File: src/rtl/fp32_to_int32_scaled.sv
// fp32_to_int32_scaled: three-stage FP32 -> signed 32-bit fixed point (FRAC_IN fractional bits) with saturation.
// Define FP2INT_RNE_EN for round-to-nearest-even; when it is undefined, results truncate toward zero.
module fp32_to_int32_scaled #(
  parameter int FRAC_IN = 7
) (
  input  logic        clk,
  input  logic        rst_n,
  input  logic        in_valid,
  output logic        in_ready,
  input  logic [31:0] fp32_in,
  output logic        out_valid,
  input  logic        out_ready,
  output logic [31:0] int_out,
  output logic        sat_flag
);

  // Left-shift amount applied to the 24-bit significand is exp + K_BIAS.
  localparam logic signed [9:0] K_BIAS = 10'(FRAC_IN - 150);

  logic advance;
  assign advance  = !out_valid || out_ready;
  assign in_ready = advance;

  logic        in_sign;
  logic [7:0]  in_exp;
  logic [22:0] in_man;
  assign in_sign = fp32_in[31];
  assign in_exp  = fp32_in[30:23];
  assign in_man  = fp32_in[22:0];

  logic              s1_valid;
  logic              s1_sign;
  logic              s1_zero;
  logic              s1_nan;
  logic              s1_inf;
  logic [23:0]       s1_sig;
  logic signed [9:0] s1_k;

  always_ff @(posedge clk or negedge rst_n) begin
    if (!rst_n) begin
      s1_valid <= 1'b0;
      s1_sign  <= 1'b0;
      s1_zero  <= 1'b0;
      s1_nan   <= 1'b0;
      s1_inf   <= 1'b0;
      s1_sig   <= '0;
      s1_k     <= '0;
    end else if (advance) begin
      s1_valid <= in_valid;
      s1_sign  <= in_sign;
      s1_zero  <= (in_exp == 8'd0);
      s1_nan   <= (in_exp == 8'hFF) && (in_man != 23'd0);
      s1_inf   <= (in_exp == 8'hFF) && (in_man == 23'd0);
      s1_sig   <= {1'b1, in_man};
      s1_k     <= $signed({2'b00, in_exp}) + K_BIAS;
    end
  end

  logic [55:0] align_mag;
  logic        align_ovf;
  logic [9:0]  rshift;
  assign rshift = 10'(-s1_k);

`ifdef FP2INT_RNE_EN
  logic [47:0] align_ext;
  logic        align_guard;
  logic        align_sticky;
`endif

  // Any k >= 9 pushes the value past 2^32, so it only needs an overflow flag.
  always_comb begin
    align_mag = '0;
    align_ovf = 1'b0;
`ifdef FP2INT_RNE_EN
    align_ext    = '0;
    align_guard  = 1'b0;
    align_sticky = 1'b0;
`endif
    if (s1_k >= 10'sd9) begin
      align_ovf = 1'b1;
    end else if (s1_k >= 10'sd0) begin
      align_mag = {32'd0, s1_sig} << s1_k[3:0];
    end else begin
`ifdef FP2INT_RNE_EN
      if (rshift >= 10'd25) begin
        align_sticky = 1'b1;
      end else begin
        align_ext    = {s1_sig, 24'd0} >> rshift;
        align_mag    = {32'd0, align_ext[47:24]};
        align_guard  = align_ext[23];
        align_sticky = |align_ext[22:0];
      end
`else
      align_mag = {32'd0, s1_sig >> rshift};
`endif
    end
  end

  logic        s2_valid;
  logic        s2_sign;
  logic        s2_zero;
  logic        s2_nan;
  logic        s2_inf;
  logic        s2_ovf;
  logic [55:0] s2_mag;
`ifdef FP2INT_RNE_EN
  logic        s2_guard;
  logic        s2_sticky;
`endif

  always_ff @(posedge clk or negedge rst_n) begin
    if (!rst_n) begin
      s2_valid  <= 1'b0;
      s2_sign   <= 1'b0;
      s2_zero   <= 1'b0;
      s2_nan    <= 1'b0;
      s2_inf    <= 1'b0;
      s2_ovf    <= 1'b0;
      s2_mag    <= '0;
`ifdef FP2INT_RNE_EN
      s2_guard  <= 1'b0;
      s2_sticky <= 1'b0;
`endif
    end else if (advance) begin
      s2_valid  <= s1_valid;
      s2_sign   <= s1_sign;
      s2_zero   <= s1_zero;
      s2_nan    <= s1_nan;
      s2_inf    <= s1_inf;
      s2_ovf    <= align_ovf;
      s2_mag    <= align_mag;
`ifdef FP2INT_RNE_EN
      s2_guard  <= align_guard;
      s2_sticky <= align_sticky;
`endif
    end
  end

  logic [56:0] rnd_mag;
  logic        mag_over;
  logic [31:0] res_val;
  logic        res_sat;

  // Negative results may reach exactly 2^31 without clamping; positive ones stop at 2^31-1.
  always_comb begin
`ifdef FP2INT_RNE_EN
    rnd_mag = {1'b0, s2_mag} + 57'(s2_guard & (s2_sticky | s2_mag[0]));
`else
    rnd_mag = {1'b0, s2_mag};
`endif
    mag_over = s2_ovf || (s2_sign ? (rnd_mag > 57'h0_8000_0000)
                                  : (rnd_mag > 57'h0_7FFF_FFFF));
    res_val  = '0;
    res_sat  = 1'b0;
    if (s2_nan) begin
      res_sat = 1'b1;
    end else if (s2_inf || (!s2_zero && mag_over)) begin
      res_sat = 1'b1;
      res_val = s2_sign ? 32'h8000_0000 : 32'h7FFF_FFFF;
    end else if (!s2_zero) begin
      res_val = s2_sign ? (-rnd_mag[31:0]) : rnd_mag[31:0];
    end
  end

  always_ff @(posedge clk or negedge rst_n) begin
    if (!rst_n) begin
      out_valid <= 1'b0;
      int_out   <= '0;
      sat_flag  <= 1'b0;
    end else if (advance) begin
      out_valid <= s2_valid;
      if (s2_valid) begin
        int_out  <= res_val;
        sat_flag <= res_sat;
      end
    end
  end

endmodule

File: config.mk
export PLATFORM = sky130hd
export DESIGN_NAME = fp32_to_int32_scaled
export DESIGN_NICKNAME = d
export VERILOG_FILES = /design/src/rtl/fp32_to_int32_scaled.sv
export SDC_FILE = /design/constraint.sdc
export NUM_CORES = 1
export LEC_CHECK = 0
export BUFFER_PORTS_ARGS = -buffer_cell sky130_fd_sc_hd__buf_2
export CORE_UTILIZATION = 55
export CTS_CLUSTER_SIZE = 8
export DETAILED_ROUTE_END_ITERATION = 10
export GPL_ROUTABILITY_DRIVEN = 0
export PLACE_DENSITY = 0.86
export SLEW_MARGIN = 20
export SYNTH_ARGS = -nofsm -noshare
export SYNTH_HDL_FRONTEND = slang
export SYNTH_SLANG_ARGS = --single-unit
File: constraint.sdc
create_clock -name clk -period 3.25 [get_ports clk]
set_clock_uncertainty 0.1 [all_clocks]
set_input_delay 0 -clock clk [delete_from_list [all_inputs] [get_ports clk]]
set_output_delay 0 -clock clk [all_outputs]
set_load 0.01 [all_outputs]
==> qor.txt, run 1 <==
status -> finished clean
CP Class -> reg -> reg
DRT Pass-1 Iters -> 5
io pins -> 71
Die Ht -> 123 um
Clock Root Buffer -> clkbuf_16
worst-path cell chain -> nor4_1 -> nand3_2 -> or4_4 -> o31ai_4 -> nand3b_4 -> o21ai_0
initial antenna violation count -> 0
Initial DRC Count -> 766
Post-Synthesis Cells -> 920
number of global-route vias before repair -> 7126
YS warnings -> 0
Tcrit/Tclk final -> 0.911
Critical Path Slowest Stage Cell -> or4_4
commonest non-fill, non-tap cell in the layout -> nand2_1
max-slew violations -> 0
crit end category -> flop
Hold Path Class -> in -> async
# setup viols final -> 0
P&R area growth vs syn -> 17.6%
ANT cells -> 0
CTS tree -> done
later-pin clock latency in the skew report -> 0.43 ns
Num CTS Buffers -> 17
Post-Syn Nets -> 962
largest net degree at the start of global routing -> 87
post-CTS sizing -> 0
nets -> 1048
Seq cells post-synth -> 118
Critical Path Fanout Max -> 18
Die Area -> 15200 um2
sequential element share of the synthesized area -> 0.365
worst endpoint required time -> 3.48 ns
CP Data Arrival Time -> 3.20 ns
Simple-Gate Fraction of Synth Area -> 0.204
largest family of logic cells by synthesized area -> simple AND/OR/NAND/NOR gates
DP HPWL -> 15000 um
WL per Instance -> 18.5 um
syn_area_per_cell -> 8.80 um2
post-synthesis mux area share -> 0.162
compound-cell area share of the yosys netlist -> 0.180
unrepaired setup endpoints after global routing -> no
Die W -> 123 um
CTS H-tree lvls -> 4
Fmax -> 338 MHz
first-pass GRT wire length -> 36300 um
clk sinks -> 118
post-synthesis xor/xnor area fraction -> 0.0335
Worst-path clk slew -> 0.05 ns
hold-fix buffers at CTS -> 40
total grt overflow -> 0
Slew @ Worst Pin -> 0.770 ns
Top FF cell, synth -> dfrtp_1
PortBufs -> 70
Critical Path Max Stage Delay -> 0.55 ns
GRT Overall Usage -> 0.311
final setup TNS -> 0 ns
Max Cap Viol -> 0
setup repair bufs after CTS -> 0
Tmin final -> 2.96 ns
layout cell share with drive strength beyond 1 -> 0.178
asr flop ratio synth -> 1.00
Cells after DPL -> 1127
Synth Area in Adders -> 0.00927
Core Area -> 14100 um2
largest delay contributor family on the critical path -> simple AND/OR/NAND/NOR gates
final wirelength -> 22200 um
Bufs and invs on worst path -> 0
initial core utilization -> 0.575
drc violations -> 0
Post-synth EDFFs -> 0
Non-Filler Instances -> 1199
final hold vios -> 0
antenna-violating nets left -> 0
IR drop worst, VDD -> 0.502 mV
Worst setup SP type -> flop
pwr/cell area -> 854 nW/um2
area of the mapped netlist -> 8100 um2
via/cell ratio -> 6.38
leakage dissipation -> 4.34 nW
Max Root-Sink Buffers -> 2
Via Count -> 7652
Slew headroom -> 0.483
Row Count -> 43
Unique masters post-synth -> 69
commonest cells after routing, fill and taps aside -> 205 x nand2_1, 117 x dfrtp_1, 69 x buf_2
-- sequential cells by signal, summed over array words and instances, names as in the netlist, 10 cells and up --
register and count:
s1_k 10, s2_mag 39, int_out 32, s1_sig 24
-- cell families after synthesis --
kind of cell / Yosys count
xor+xnor: 31
compound gates: 220
mux: 97
flops: 118
simple gates: 365
fa+ha+maj: 6
buf+inv: 83
-- final timing paths --
| check | start | endpoint | slack [ns] | cells after the start |
|---|---|---|---|---|
| setup / recovery | s2_mag[10] | int_out[6] | 0.29 | 6 |
| min in group clk | out_ready | s1_sig[23] | 0.16 | 4 |
| max in group asynchronous | rst_n | s1_k[0] | 2.18 | 3 |
| setup reg to reg | s2_mag[10] | int_out[6] | 0.29 | 6 |
| hold reg to reg | s1_valid | s1_valid | 0.37 | 2 |
| hold / removal | rst_n | int_out[23] | 0.10 | 2 |
-- through the flow --
| stage | instance area, um2 | power (mW) | worst slack, ns | hold WS (ns) | utilization |
|---|---|---|---|---|---|
| 2_1_floorplan | 8100 | 5.14 | 0.0711 | -0.396 | - |
| 3_3_place_gp | 8570 | 6.10 | 0.482 | 0.101 | 0.608 |
| 3_5_place_dp | 8570 | 6.22 | 0.331 | 0.106 | 0.608 |
| 4_1_cts | 9520 | 8.04 | 0.313 | 0.150 | 0.675 |
| 5_1_grt | 9520 | 8.64 | 0.0826 | 0.196 | 0.676 |
| 6_report | 9520 | 8.14 | 0.288 | 0.103 | 0.676 |
-- final cells by class --
type	instances	area [um2]
Tap cell	180	225
Timing Repair Buffer	135	945
Fill cell	1114	4570
Clock inverter	12	106
Multi-Input combinational cell	719	4790
Inverter	15	56.3
Sequential cell	118	2950
Clock buffer	20	447
-- power breakdown --
group          switching (mW)  internal, mW  total [mW]
Sequential              0.374          1.82        2.20
Clock                   0.688          1.06        1.75
Combinational            2.48          1.70        4.19
Total                    3.55          4.59        8.14
-- synth_stat cells (all sizes together) (12+ instances only) --
master	number	share of area
a21oi	30	0.019
a22o	22	0.024
buf	22	0.016
clkbuf	44	0.020
dfrtp	118	0.36
inv	14	0.0065
mux2	14	0.019
mux2i	57	0.070
mux4	26	0.072
nand2	205	0.095
nand3	30	0.019
nor2	47	0.022
nor3	25	0.016
o211ai	21	0.019
o21ai	79	0.049
xnor2	12	0.013
xor2	19	0.021
-- routing by layer --
metal,GRT usage,routed length [um],vias to the layer above
met1,0.410,9220,3626
met2,0.494,10400,432
met3,0.0710,1840,64
li1,-,-,3530
met5,0,0,-
met4,0.126,675,0
-- worst reg2reg max path: cells and delay by family (launching register included) --
family / cells / cell delay [ns]
compound gates: 2 / 0.77
flops: 1 / 0.44
simple gates: 4 / 1.56
Power figures use the tool's default switching activity.
==> inputs of run 2 (changes only) <==
- CELL_PAD_IN_SITES_DETAIL_PLACEMENT: not set -> 2
- CELL_PAD_IN_SITES_GLOBAL_PLACEMENT: not set -> 2
- CORE_UTILIZATION: 55 -> 34
==> qor.txt, run 2 (synthesized netlist as in run 1, its figures left out) <==
initial antenna violation count -> 0 (unchanged)
GR Util met3 -> 0.0512 (-0.0198)
Min Hold Slack -> 0.0872 ns (-0.0162 ns)
Max Root-Sink Buffers -> 2 (unchanged)
nets -> 1057 (+0.86%)
Die Area -> 24400 um2 (+61%)
Initial DRC Count -> 507 (-34%)
crit end category -> flop
CP Data Arrival Time -> 3.45 ns (+0.25 ns)
CTS tree -> done
ANT cells -> 0 (unchanged)
Tmin final -> 3.25 ns (+0.284 ns)
CP Class -> reg -> reg
Reg with most FFs -> s2_mag
GRT Overall Usage -> 0.290 (-0.0209)
Slew headroom -> 0.320 (-0.163)
clk sinks -> 118 (unchanged)
total grt overflow -> 0 (unchanged)
Worst-path clk slew -> 0.08 ns (+0.03 ns)
commonest cells after routing, fill and taps aside -> 205 x nand2_1, 117 x dfrtp_1, 69 x buf_2
Non-Filler Instances -> 1346 (+12%)
Largest regs -> s2_mag (39), int_out (32), s1_sig (24)
Die W -> 156 um (+27%)
initial core utilization -> 0.346 (-0.229)
Max Cap Viol -> 0 (unchanged)
Via Count -> 8073 (+5.5%)
antenna-violating nets left -> 0 (unchanged)
leakage dissipation -> 4.41 nW (+1.8%)
area post-placement -> 8810 um2 (+2.8%)
later-pin clock latency in the skew report -> 0.46 ns (+0.03 ns)
Die Ht -> 156 um (+27%)
via/cell ratio -> 6.00 (-6.0%)
Row Count -> 56 (+30%)
io pins -> 71 (unchanged)
Slew @ Worst Pin -> 1.01 ns (+0.243 ns)
IR drop worst, VDD -> 0.361 mV (-28%)
CTS H-tree lvls -> 4 (unchanged)
Core Area -> 23400 um2 (+66%)
largest net degree at the start of global routing -> 78 (-10%)
Pwr Total -> 9.11 mW (+12%)
CP startpoint -> s1_k[1]
# setup viols final -> 0 (unchanged)
final setup TNS -> 0 ns (unchanged)
DRT Pass-1 Iters -> 4 (-1)
worst endpoint required time -> 3.45 ns (-0.03 ns)
drc violations -> 0 (unchanged)
Num CTS Buffers -> 17 (unchanged)
unrepaired setup endpoints after global routing -> no
met2 Use GR -> 0.492 (-0.00158)
DP HPWL -> 21800 um (+46%)
commonest non-fill, non-tap cell in the layout -> nand2_1
Worst setup SP type -> flop
Critical R2R Launch -> s1_k[1]
PortBufs -> 70 (unchanged)
fin area -> 9870 um2 (+3.6%)
max-slew violations -> 0 (unchanged)
layout cell share with drive strength beyond 1 -> 0.187 (+0.00933)
pwr/cell area -> 923 nW/um2 (+8.0%)
met1 usage -> 0.352 (-0.0583)
status -> finished clean
Tcrit/Tclk final -> 0.999 (+0.0874)
Clock Root Buffer -> clkbuf_16
P&R area growth vs syn -> 21.8%
WL per Instance -> 25.2 um (+37%)
final wirelength -> 34000 um (+53%)
final hold vios -> 0 (unchanged)
Fmax -> 308 MHz (-8.8%)
number of global-route vias before repair -> 8846 (+24%)
Critical Path Fanout Max -> 7 (-11)
max reg flops -> 39 (unchanged)
Hold Path Class -> in -> async
Cells after DPL -> 1273 (+13%)
first-pass GRT wire length -> 53400 um (+47%)
peak-usage layer in the global routing report -> met2
## run 2: changes by cell type in the layout (fill, tap and decap cells not counted), sizes merged, moves of 2 or more
| cell | change |
|---|---|
| buf | +7 |
| bufinv | +3 |
| clkbuf | -3 |
| clkinv | -2 |
| dlygate4sd3 | +2 |
| inv | +2 |
## run 2: per-stage QoR
| stage | utilization | setup WS [ns] |
|---|---|---|
| detailed placement | 0.376 | 0.209 |
| global route | 0.422 | 0.00625 |
| global placement | 0.376 | 0.378 |
| CTS | 0.421 | 0.106 |
| finish | 0.422 | 0.00357 |
| floorplan | - | 0.0711 |
## run 2: worst paths after layout
path	to	slack, ns	cells after the start
worst max-delay path	s2_mag[5]	0.004	8
worst min-delay path	s2_mag[5]	0.09	2
worst max register to register	s2_mag[5]	0.004	8
worst min register to register	s1_sign	0.37	2
max in group asynchronous	s1_k[0]	2.11	3
min in group clk	sat_flag	0.10	5
## run 2: final cells by class
type / instances / area (um2)
timing repair buffer: 144 / 1030
multi-input combinational: 719 / 4810
clock buffer: 17 / 425
clock inverter: 14 / 200
inverter: 15 / 56.3
sequential: 118 / 2950
tap: 319 / 399
fill: 2586 / 13500
## run 2: per-layer routing
metal,routed length [um],up-vias
met2,17000,275
met3,1550,83
met1,13900,4180
met4,1510,0
met5,0,-
li1,-,3535
## run 2: critical path, cell delays in order (launching register included)
cell and delay (ns):
dfrtp_1 0.46, inv_1 0.12, ha_1 0.29, or3b_2 0.55, mux2i_1 0.16, mux2_2 0.37
nor3_2 0.40, o211ai_1 0.16, a41oi_1 0.49
## run 2: where the power goes
part | total (mW) | internal (mW) | switching (mW) | leakage, nW
logic | 4.72 | 1.77 | 2.95 | 2.61
clock network | 2.12 | 1.29 | 0.839 | 0.296
registers | 2.26 | 1.82 | 0.442 | 1.51
## run 2: timing repair
item                                   CTS  global route
setup endpoints to repair                0            16
setup buffers                            0             0
hold buffers                            42             0
endpoints found under the hold margin   96             0
gates resized for setup                  0             3
==> inputs of run 3 (changes only) <==
- MAX_ROUTING_LAYER: not set -> met4
==> qor.txt, run 3 (synthesized netlist as in run 1, its figures left out) <==
status -> finished clean
worst-path cell chain -> inv_1 -> ha_1 -> or3b_2 -> mux2i_1 -> mux2_2 -> nor3_2 -> o211ai_1 -> a41oi_1
Row Count -> 56 (unchanged)
Initial DRC Count -> 451 (-11%)
GRT Overall Usage -> 0.299 (+0.00903)
PortBufs -> 70 (unchanged)
final setup TNS -> 0 ns (unchanged)
peak-usage layer in the global routing report -> met2
clk sinks -> 118 (unchanged)
Worst-path clk slew -> 0.08 ns (about the same)
area post-placement -> 8810 um2 (unchanged)
Fmax -> 311 MHz (+1.0%)
Critical Path Slowest Stage Cell -> or3b_2
CP Class -> reg -> reg
largest net degree at the start of global routing -> 78 (unchanged)
Worst setup SP type -> flop
Max Root-Sink Buffers -> 2 (unchanged)
max reg flops -> 39 (unchanged)
pre-CTS setup slack -> 0.209 ns (unchanged)
Via Count -> 8011 (-0.77%)
CTS H-tree lvls -> 4 (unchanged)
commonest cells after routing, fill and taps aside -> 205 x nand2_1, 117 x dfrtp_1, 69 x buf_2
via/cell ratio -> 5.95 (-0.77%)
max-slew violations -> 0 (unchanged)
unrepaired setup endpoints after global routing -> no
RR Endpoint -> s2_mag[5]
leakage dissipation -> 4.41 nW (unchanged)
met2 Use GR -> 0.493 (+0.00128)
Tcrit/Tclk final -> 0.989 (-0.0100)
DP HPWL -> 21800 um (unchanged)
antenna-violating nets left -> 0 (unchanged)
total grt overflow -> 0 (unchanged)
DRT Pass-1 Iters -> 5 (+1)
first-pass GRT wire length -> 53400 um (-0.12%)
Slew @ Worst Pin -> 1.01 ns (+0.000422 ns)
CP startpoint -> s1_k[1]
# setup viols final -> 0 (unchanged)
Reg with most FFs -> s2_mag
Critical Path Max Stage Delay -> 0.55 ns (about the same)
reg-to-reg setup timing slack -> 0.04 ns (+0.03 ns)
Clock Root Buffer -> clkbuf_16
setup repair bufs after CTS -> 0 (unchanged)
met1 usage -> 0.354 (+0.00192)
commonest non-fill, non-tap cell in the layout -> nand2_1
depth of the most critical reg-to-reg path -> 8 (unchanged)
CP endpoint -> s2_mag[5]
nets -> 1057 (unchanged)
Critical R2R Launch -> s1_k[1]
final hold vios -> 0 (unchanged)
WL per Instance -> 25.2 um (-0.20%)
layout cell share with drive strength beyond 1 -> 0.187 (unchanged)
Die W -> 156 um (unchanged)
Pwr Total -> 9.10 mW (about the same)
CTS tree -> done
later-pin clock latency in the skew report -> 0.46 ns (about the same)
Max Cap Viol -> 0 (unchanged)
fin area -> 9870 um2 (unchanged)
CP Data Arrival Time -> 3.42 ns (-0.03 ns)
pwr/cell area -> 922 nW/um2 (about the same)
drc violations -> 0 (unchanged)
number of global-route vias before repair -> 8826 (-0.23%)
P&R area growth vs syn -> 21.8% (unchanged)
io pins -> 71 (unchanged)
Worst Slack Setup Final -> 0.0362 ns (+0.0327 ns)
Critical Path Fanout Max -> 7 (unchanged)
final wirelength -> 33900 um (-0.20%)
Die Area -> 24400 um2 (unchanged)
worst endpoint required time -> 3.45 ns (about the same)
IR drop worst, VDD -> 0.359 mV (-0.57%)
Core Area -> 23400 um2 (unchanged)
initial core utilization -> 0.346 (unchanged)
Num CTS Buffers -> 17 (unchanged)
Largest regs -> s2_mag (39), int_out (32), s1_sig (24)
Hold Path Class -> in -> async
initial antenna violation count -> 0 (unchanged)
Die Ht -> 156 um (unchanged)
crit end category -> flop
Min Hold Slack -> 0.0884 ns (+0.00115 ns)
ANT cells -> 0 (unchanged)
Tmin final -> 3.21 ns (-0.0327 ns)
GR Util met3 -> 0.0498 (-0.00138)
Slew headroom -> 0.320 (about the same)
-- run 3: cell counts in the layout (fill, tap and decap cells not counted) --
No cell type changed its count.
-- run 3: worst min path at each step --
stage,cells after the start,from,endpoint
after floorplan,0,rst_n,int_out[0]
after global placement,1,rst_n,int_out[24]
after detailed placement,1,rst_n,int_out[24]
after CTS,6,out_ready,s2_mag[4]
after global routing,5,out_ready,sat_flag
final,2,rst_n,s2_mag[5]
-- run 3: stage by stage --
stage / cells / utilization
6_report: 1346 / 0.422
5_1_grt: 1346 / 0.422
4_1_cts: 1346 / 0.421
3_5_place_dp: 1273 / 0.376
3_3_place_gp: 1273 / 0.376
2_1_floorplan: 920 / -
-- run 3: routing by layer --
metal | wire [um] | vias up
li1 | - | 3527
met1 | 14000 | 4144
met2 | 16900 | 253
met3 | 1440 | 87
met4 | 1510 | 0
met5 | 0 | -
-- run 3: final cells by class --
| cell class | count | area, um2 |
|---|---|---|
| clock buffer | 17 | 425 |
| clock inverter | 14 | 200 |
| fill | 2586 | 13500 |
| inverter | 15 | 56.3 |
| multi-input combinational | 719 | 4810 |
| sequential | 118 | 2950 |
| tap | 319 | 399 |
| timing repair buffer | 144 | 1030 |
-- run 3: critical path: cells and delay by family, from the launching register on --
family,cells,cell delay (ns)
and+or+nand+nor,2,0.93
AOI/OAI and AO/OA,2,0.63
muxes,2,0.53
DFF,1,0.46
adders and majority gates,1,0.29
buffers and inverters,1,0.12
-- run 3: report_power, final --
| part | leakage (nW) | switching [mW] | internal [mW] |
|---|---|---|---|
| Clock | 0.296 | 0.835 | 1.29 |
| Combinational | 2.61 | 2.95 | 1.77 |
| Sequential | 1.51 | 0.441 | 1.82 |
| Total | 4.41 | 4.23 | 4.87 |
-- run 3: timing repair --
item / CTS / global route
setup endpoints to repair: 0 / 16
gates resized for setup: 0 / 3
hold buffers: 42 / 0
endpoints found under the hold margin: 96 / 0
